`src/rtl/uart_rx_param.sv`:
```
// Parameterized UART receiver: 2-flop line synchronizer, mid-bit sampling FSM,
// optional odd/even parity, 1-2 stop bits, and a ready/valid output holding register.
module uart_rx_param #(
  parameter int CLKS_PER_BIT = 234,
  parameter int DATA_BITS    = 8,
  parameter int PARITY       = 0,
  parameter int STOP_BITS    = 1
) (
  input  logic                 clk,
  input  logic                 rst,
  input  logic                 uart_rx,
  output logic [DATA_BITS-1:0] rx_data,
  output logic                 rx_valid,
  input  logic                 rx_ready,
  output logic                 frame_err,
  output logic                 parity_err,
  output logic                 overrun
);
  localparam int CW = $clog2(CLKS_PER_BIT + 1);
  localparam int IW = $clog2(DATA_BITS + 1);
  localparam logic [CW-1:0] HALF   = CW'(CLKS_PER_BIT / 2);
  localparam logic [CW-1:0] FULL   = CW'(CLKS_PER_BIT);
  localparam logic [CW-1:0] ONE    = CW'(1);
  localparam logic [IW-1:0] LAST_D = IW'(DATA_BITS - 1);
  localparam logic [IW-1:0] LAST_S = IW'(STOP_BITS - 1);

  typedef enum logic [2:0] {
    S_IDLE, S_START, S_DATA, S_PARITY, S_STOP, S_BREAK
  } state_t;

  typedef struct packed {
    logic [DATA_BITS-1:0] data;
    logic                 ferr;
    logic                 perr;
  } word_t;

  // line synchronizer; resets to the idle (high) level
  logic [1:0] sync_pipe;
  logic       line;

  always_ff @(posedge clk) begin
    if (rst) sync_pipe <= 2'b11;
    else     sync_pipe <= {sync_pipe[0], uart_rx};
  end
  assign line = sync_pipe[1];

  state_t               state, state_nxt;
  logic [CW-1:0]        cnt;
  logic [IW-1:0]        idx;
  logic [DATA_BITS-1:0] shreg;
  logic                 perr_q, ferr_q;
  logic                 tick, done;
  word_t                word, out_q;

  // cnt holds cycles since the previous sample, so a full period ends at FULL
  assign tick = (cnt == FULL);

  always_ff @(posedge clk) begin
    if (rst) state <= S_IDLE;
    else     state <= state_nxt;
  end

  always_comb begin
    state_nxt = state;
    case (state)
      S_IDLE:   if (!line) state_nxt = S_START;
      S_START:  if (cnt == HALF) state_nxt = line ? S_IDLE : S_DATA;
      S_DATA:   if (tick && idx == LAST_D) state_nxt = (PARITY != 0) ? S_PARITY : S_STOP;
      S_PARITY: if (tick) state_nxt = S_STOP;
      S_STOP:   if (tick && idx == LAST_S) state_nxt = (ferr_q || !line) ? S_BREAK : S_IDLE;
      S_BREAK:  if (line) state_nxt = S_IDLE;
      default:  state_nxt = S_IDLE;
    endcase
  end

  always_comb begin
    done      = (state == S_STOP) && tick && (idx == LAST_S);
    word.data = shreg;
    word.ferr = ferr_q | ~line;
    word.perr = perr_q;
  end

  always_ff @(posedge clk) begin
    if (rst) begin
      cnt    <= '0;
      idx    <= '0;
      shreg  <= '0;
      perr_q <= 1'b0;
      ferr_q <= 1'b0;
    end else begin
      case (state)
        S_IDLE: begin
          cnt    <= line ? '0 : ONE;
          idx    <= '0;
          perr_q <= 1'b0;
          ferr_q <= 1'b0;
        end
        S_START: cnt <= (cnt == HALF) ? ONE : cnt + ONE;
        S_DATA: begin
          cnt <= tick ? ONE : cnt + ONE;
          if (tick) begin
            shreg <= {line, shreg[DATA_BITS-1:1]};
            idx   <= (idx == LAST_D) ? '0 : idx + IW'(1);
          end
        end
        S_PARITY: begin
          cnt <= tick ? ONE : cnt + ONE;
          if (tick) perr_q <= (PARITY == 1) ? ~(^shreg ^ line) : (^shreg ^ line);
        end
        S_STOP: begin
          cnt <= tick ? ONE : cnt + ONE;
          if (tick) begin
            ferr_q <= ferr_q | ~line;
            idx    <= idx + IW'(1);
          end
        end
        default: cnt <= '0;
      endcase
    end
  end

  // a completing word is dropped only when the held word is not being taken
  always_ff @(posedge clk) begin
    if (rst) begin
      out_q    <= '0;
      rx_valid <= 1'b0;
      overrun  <= 1'b0;
    end else begin
      overrun <= 1'b0;
      if (done) begin
        if (!rx_valid || rx_ready) begin
          out_q    <= word;
          rx_valid <= 1'b1;
        end else begin
          overrun <= 1'b1;
        end
      end else if (rx_ready) begin
        rx_valid <= 1'b0;
      end
    end
  end

  assign rx_data    = out_q.data;
  assign frame_err  = out_q.ferr;
  assign parity_err = out_q.perr;
endmodule

```
`config.mk`:
```
export PLATFORM = sky130hd
export DESIGN_NAME = uart_rx_param
export DESIGN_NICKNAME = d
export VERILOG_FILES = /design/src/rtl/uart_rx_param.sv
export SDC_FILE = /design/constraint.sdc
export NUM_CORES = 1
export LEC_CHECK = 0
export ABC_CLOCK_PERIOD_IN_PS = 2200
export BUFFER_PORTS_ARGS = -buffer_cell sky130_fd_sc_hd__buf_2
export CORE_ASPECT_RATIO = 0.5
export CORE_MARGIN = 10
export CORE_UTILIZATION = 30
export CTS_BUF_LIST = sky130_fd_sc_hd__clkbuf_2 sky130_fd_sc_hd__clkbuf_4 sky130_fd_sc_hd__clkbuf_8
export CTS_CLUSTER_SIZE = 28
export DETAILED_ROUTE_END_ITERATION = 7
export SLEW_MARGIN = 30
export SYNTH_ARGS = -nofsm -noshare
export SYNTH_HDL_FRONTEND = slang
export SYNTH_SLANG_ARGS = --single-unit
```
`constraint.sdc`:
```
create_clock -name clk -period 2.2 [get_ports clk]
set_input_delay 0.11 -clock clk [delete_from_list [all_inputs] [get_ports clk]]
set_output_delay 0.11 -clock clk [all_outputs]
set_load 0.05 [all_outputs]
```
==> results.json, run 1 <==
{
  "outcome": "completed",
  "grt_pass1_wl_mm": 6.64,
  "synth_top_family_by_area": "simple AND/OR/NAND/NOR gates",
  "cp_num_buf_inv": 2,
  "hp-class": "in -> reg",
  "fin_nets": 236,
  "rrSetupSlack_ns": 0.30,
  "ys_top_cells_by_count": "dfxtp_1, nor2_1, mux2i_1, a21oi_1",
  "drive_above_1_share": 0.167,
  "synthMuxAreaShare": 0.0958,
  "io_pins": 16,
  "synth_top_area_share": 0.415,
  "wl_per_cell_um": 11.9,
  "drt-pass1-iter-count": 4,
  "pre_cts_slack_ns": 0.313,
  "antenna_cells": 0,
  "cp-endpoint": "rx_data[2]",
  "postSynthAreaPerCell_um2": 8.91,
  "drt_iter0_markers": 55,
  "worst_pin_slew_ns": 0.584,
  "viasPerCell": 4.66,
  "cts_root_buffer": "clkbuf_8",
  "die-area_mm2": 0.0100,
  "period_minus_slack_ns": 1.90,
  "worstPathRequired_ns": 2.36,
  "antenna_found_initial": 0,
  "r2r-start": "idx[0]",
  "rsz0062_at_grt": "false",
  "die_x_um": 132,
  "critPathMaxFanout": 10,
  "synthArstFlopShare": 0,
  "grt_max_degree": 35,
  "ys_types": 42,
  "dpl.cell_count": 307,
  "drc_errors": 0,
  "syn_inst": 211,
  "grt_usage": 0.0768,
  "ant_nets": 0,
  "wirelength_mm": 3.77,
  "cts_buffers": 5,
  "cts.htree.levels": 2,
  "path_clk_slew_ns": 0.08,
  "fin_crit_sh": 0.864,
  "grt_pass1_vias": 1403,
  "grt_overflow": 0,
  "final_util": 0.353,
  "place.detailed.hpwl_mm": 2.68,
  "synth_edf_count": 0,
  "setup_viol_count_final": 0,
  "postCtsResizedCells": 0,
  "timing.setup.tns_ns": 0,
  "reg2reg_depth": 8,
  "finalWorstSetupSlack_ns": 0.299,
  "synth_xor_area_frac": 0.0652,
  "syn-cell-area_mm2": 0.00188,
  "rr_endpoint": "rx_data[2]",
  "die_h_um": 76.0,
  "max-vdd-ir-drop_mv": 0.318,
  "skew_ns": 0.00722,
  "synth_compound_area_frac": 0.106,
  "maxCapViolCount": 0,
  "crit_path_start_kind": "register",
  "synth.largest_area_cell": "dfxtp_1",
  "drv_slew": 0,
  "core_mm2": 0.00608,
  "synth_flop_cell": "dfxtp_1",
  "synthSimpleGateAreaFrac": 0.235,
  "dpl_cell_area_mm2": 0.00204,
  "vias": 1472,
  "cts_max_path_buffers": 2,
  "yosysWarnings": 0,
  "synthTopCellsByArea": "dfxtp_1, mux2i_1, nor2_1",
  "fin_cells": 316,
  "power.leakage_nw": 0.892,
  "rows": 20,
  "yosys.area_share.adder": 0.0333,
  "path_delay_family": "simple AND/OR/NAND/NOR gates",
  "crit_cells": 8,
  "clk_latency_ns": 0.29,
  "cts_tree": "built",
  "area_delta_synth_final_pct": 14.1,
  "critPathMaxStageDelay_ns": 0.45,
  "synth_fp_nets": 220,
  "cellPowerDensity_mw_per_mm2": 654,
  "start_util": 0.309,
  "cp_slowest_cell": "or3b_2",
  "ys_seq_elements": 39,
  "design_area_mm2": 0.00215,
  "place.gp.congestion": 0.800,
  "yosysSeqAreaShare": 0.415,
  "criticalPathCategory": "reg -> reg",
  "cts.sinks": 39,
  "hold_viol": 0,
  "cp-startpoint": "idx[0]",
  "worstPathArrival_ns": 2.06,
  "fmax_ghz": 0.526,
  "worstSetupEndpointType": "register",
  "max_slew_margin": 0.611,
  "crit_chain": "inv_1 -> ha_1 -> or3b_2 -> nor3_1 -> nand3_1 -> buf_4 -> mux2i_1 -> nor2_1",
  "synth.most_common_cell": "dfxtp_1",
  "io_buffers": 15
}
-- per-stage QoR --
step | hold WS, ns | power (mW)
2_1_floorplan | 0.214 | 0.860
3_3_place_gp | 0.304 | 0.888
3_5_place_dp | 0.300 | 0.891
4_1_cts | 0.135 | 1.41
5_1_grt | 0.162 | 1.47
6_report | 0.131 | 1.40
-- worst min-delay path by stage --
| stage | startpoint | to | slack (ns) | cells after the start |
|---|---|---|---|---|
| after detailed placement | uart_rx | sync_pipe[0] | 0.30 | 2 |
| after global placement | uart_rx | sync_pipe[0] | 0.30 | 2 |
| after floorplan | uart_rx | sync_pipe[0] | 0.21 | 1 |
| after CTS | rx_ready | overrun | 0.14 | 3 |
| after global routing | rx_ready | overrun | 0.16 | 3 |
| final | rx_ready | overrun | 0.13 | 3 |
-- layer usage --
metal / track usage / routed length (um) / vias up
met5: 0 / 0 / -
met4: 0.0309 / 29 / 0
met3: 0.0270 / 178 / 2
met2: 0.116 / 1700 / 22
met1: 0.0969 / 1870 / 690
li1: - / - / 758
-- layout make-up --
class / count / area, um2
clock inverters: 2 / 13.8
flip-flops and latches: 39 / 781
multi-input cells: 152 / 1010
repair buffers: 21 / 123
inverters: 8 / 30.0
fillers: 642 / 3940
well taps: 88 / 110
clock buffers: 6 / 82.6
-- placed cells by master, fill, tap and decap left out, types with 4 or more instances in the layout --
| cell type | instances |
|---|---|
| nand2_1 | 8 |
| o21ai_0 | 4 |
| buf_2 | 15 |
| mux2i_1 | 18 |
| nor2_1 | 37 |
| xor2_1 | 5 |
| nor3_1 | 5 |
| nand2b_1 | 4 |
| clkbuf_8 | 6 |
| xnor2_1 | 9 |
| a21oi_1 | 12 |
| buf_4 | 5 |
| dfxtp_1 | 39 |
| nand3_1 | 9 |
| inv_1 | 8 |
| ha_1 | 5 |
-- registers in the layout, summed over array words and instances (netlist names), 2 cells and up --
name       count
cnt            8
rx_data        8
shreg          8
idx            4
state          3
sync_pipe      2
-- tightest hold or removal path: stages --
cell and delay [ns]:
buf_2 0.07, nand2b_1 0.14, nor3_1 0.06
-- where the power goes --
group / total [mW] / internal, mW / switching [mW]
Clock: 0.527 / 0.257 / 0.270
Combinational: 0.129 / 0.0516 / 0.0770
Sequential: 0.748 / 0.717 / 0.0311
Total: 1.40 / 1.03 / 0.378
-- logic make-up (layout without fill, tap and decap cells) --
kind of cell | count (synthesis) | after routing
adders and majority gates | 5 | 5
AOI/OAI and AO/OA | 31 | 31
and+or+nand+nor | 84 | 84
buffers and inverters | 20 | 37
DFF | 39 | 39
xor gates and xnor gates | 14 | 14
muxes | 18 | 18
-- repair_timing --
action	in CTS	in global routing
hold endpoints to repair	1	0
hold buffers	1	0
setup buffers	0	0
Power figures use the tool's default switching activity.
==> inputs of run 2 (changes only) <==
--- a/config.mk
+++ b/config.mk
@@ -5,14 +5,15 @@
 export SDC_FILE = /design/constraint.sdc
 export NUM_CORES = 1
 export LEC_CHECK = 0
-export ABC_CLOCK_PERIOD_IN_PS = 2200
+export ABC_CLOCK_PERIOD_IN_PS = 2300
 export BUFFER_PORTS_ARGS = -buffer_cell sky130_fd_sc_hd__buf_2
 export CORE_ASPECT_RATIO = 0.5
 export CORE_MARGIN = 10
-export CORE_UTILIZATION = 30
+export CORE_UTILIZATION = 40
 export CTS_BUF_LIST = sky130_fd_sc_hd__clkbuf_2 sky130_fd_sc_hd__clkbuf_4 sky130_fd_sc_hd__clkbuf_8
 export CTS_CLUSTER_SIZE = 28
 export DETAILED_ROUTE_END_ITERATION = 7
+export SETUP_SLACK_MARGIN = 0.05
 export SLEW_MARGIN = 30
 export SYNTH_ARGS = -nofsm -noshare
 export SYNTH_HDL_FRONTEND = slang
==> constraint.sdc (replaced) <==
create_clock -name clk -period 2.3 [get_ports clk]
set_input_delay 0.115 -clock clk [delete_from_list [all_inputs] [get_ports clk]]
set_output_delay 0.115 -clock clk [all_outputs]
set_load 0.05 [all_outputs]
==> run 2 against run 1 <==
Net effect: routed wire length down 1.8%; via count down 1.2%; utilization up 12 points; combinational power down 8%; first-iteration DRC count down 7.3%; fmax about the same; highest routed layer unchanged.
==> results.json, run 2 (synthesis gave the netlist of run 1 again) <==
{
  "final_util": 0.469,
  "drv_slew": 0,
  "design_area_mm2": 0.00209,
  "critPathMaxFanout": 10,
  "grt_max_degree": 35,
  "hp-class": "in -> reg",
  "mostFrequentLayoutCells": "dfxtp_1, nor2_1, mux2i_1",
  "die_x_um": 117,
  "maxCapViolCount": 0,
  "place.detailed.hpwl_mm": 2.62,
  "dpl_cell_area_mm2": 0.00199,
  "antenna_cells": 0,
  "fin_nets": 234,
  "rows": 17,
  "start_util": 0.421,
  "area_delta_synth_final_pct": 11.4,
  "vias": 1455,
  "grt.busiest_layer": "met2",
  "cp_num_buf_inv": 2,
  "gr-usage-met3": 0.0375,
  "rsz0062_at_grt": "false",
  "worstPathRequired_ns": 2.47,
  "cts.htree.levels": 2,
  "grt_pass1_wl_mm": 6.57,
  "final_common_cell": "dfxtp_1",
  "critPathMaxStageDelay_ns": 0.47,
  "clk_latency_ns": 0.30,
  "antenna_found_initial": 0,
  "cp_slowest_cell": "or3b_2",
  "power.leakage_nw": 0.878,
  "wirelength_mm": 3.70,
  "r2r-start": "idx[0]",
  "cts_buffers": 5,
  "io_pins": 16,
  "cts_max_path_buffers": 2,
  "grt_pass1_vias": 1429,
  "cts_root_buffer": "clkbuf_8",
  "grt_use_met2": 0.169,
  "cp-startpoint": "idx[0]",
  "wl_per_cell_um": 13.1,
  "worst_pin_slew_ns": 0.595,
  "io_buffers": 15,
  "core_mm2": 0.00447,
  "hp-start": "rx_ready",
  "drt-pass1-iter-count": 4,
  "fmax_ghz": 0.526,
  "grt_overflow": 0,
  "fin_crit_sh": 0.827,
  "setup_viol_count_final": 0,
  "worstPathArrival_ns": 2.07,
  "outcome": "completed",
  "grt_usage": 0.103,
  "viasPerCell": 5.14,
  "place.gp.congestion": 0.811,
  "die-area_mm2": 0.00801,
  "period_minus_slack_ns": 1.90,
  "drt_iter0_markers": 51,
  "max-vdd-ir-drop_mv": 0.286,
  "crit_chain": "inv_1 -> ha_1 -> or3b_2 -> nor3_1 -> nand3_1 -> buf_4 -> mux2i_1 -> nor2_1",
  "crit_path_start_kind": "register",
  "hold_viol": 0,
  "ant_nets": 0,
  "drive_above_1_share": 0.159,
  "criticalPathCategory": "reg -> reg",
  "die_h_um": 68.5,
  "timing.setup.tns_ns": 0,
  "cts_setup_buffers": 0,
  "cts_tree": "built",
  "path_delay_family": "simple AND/OR/NAND/NOR gates",
  "use_met1": 0.118,
  "drc_errors": 0,
  "skew_ns": 0.00565,
  "worstSetupEndpointType": "register",
  "path_clk_slew_ns": 0.08,
  "cts.sinks": 39,
  "cellPowerDensity_mw_per_mm2": 636,
  "max_slew_margin": 0.604
}
[run 2: report_power, final]
| group | internal, mW | switching, mW |
|---|---|---|
| Clock | 0.245 | 0.253 |
| Sequential | 0.686 | 0.0296 |
| Combinational | 0.0459 | 0.0732 |
[run 2: path summary, 6_finish.rpt]
check             depth (start not counted)      endpoint  slack, ns
hold reg to reg                           1  sync_pipe[1]       0.43
setup / recovery                          8    rx_data[7]       0.40
setup reg to reg                          8    rx_data[7]       0.40
hold / removal                            3       overrun       0.11
[run 2: per-layer routing]
layer	routed length [um]	share of wire	vias to the layer above
met5	0	0	-
met4	51	0.014	0
met3	117	0.032	4
met2	1700	0.46	21
met1	1830	0.49	676
li1	-	-	754
[run 2: metrics by stage]
step | hold WS (ns) | total power, mW | setup slack, ns | std cells
floorplan | 0.219 | 0.823 | 0.484 | 211
finish | 0.114 | 1.33 | 0.398 | 283
CTS | 0.112 | 1.36 | 0.395 | 283
detailed placement | 0.301 | 0.848 | 0.407 | 274
global route | 0.129 | 1.41 | 0.126 | 283
global placement | 0.300 | 0.846 | 0.387 | 274
[run 2: timing repair]
item	4_1_cts	5_1_grt
hold endpoints to repair	1	0
hold buffers	1	0
gates resized for setup	0	0
[run 2: area by class of cell]
| cell class | instances | area [um2] |
|---|---|---|
| Timing Repair Buffer | 19 | 108 |
| Inverter | 8 | 30.0 |
| Clock buffer | 6 | 82.6 |
| Fill cell | 446 | 2370 |
| Tap cell | 57 | 71.3 |
| Sequential cell | 39 | 781 |
| Clock inverter | 2 | 16.3 |
| Multi-Input combinational cell | 152 | 1010 |
[run 2: worst register-to-register path, stage by stage, from the launching register on]
cell and delay (ns):
dfxtp_1 0.36, inv_1 0.07, ha_1 0.13, or3b_2 0.47, nor3_1 0.22, nand3_1 0.10
buf_4 0.20, mux2i_1 0.17, nor2_1 0.05
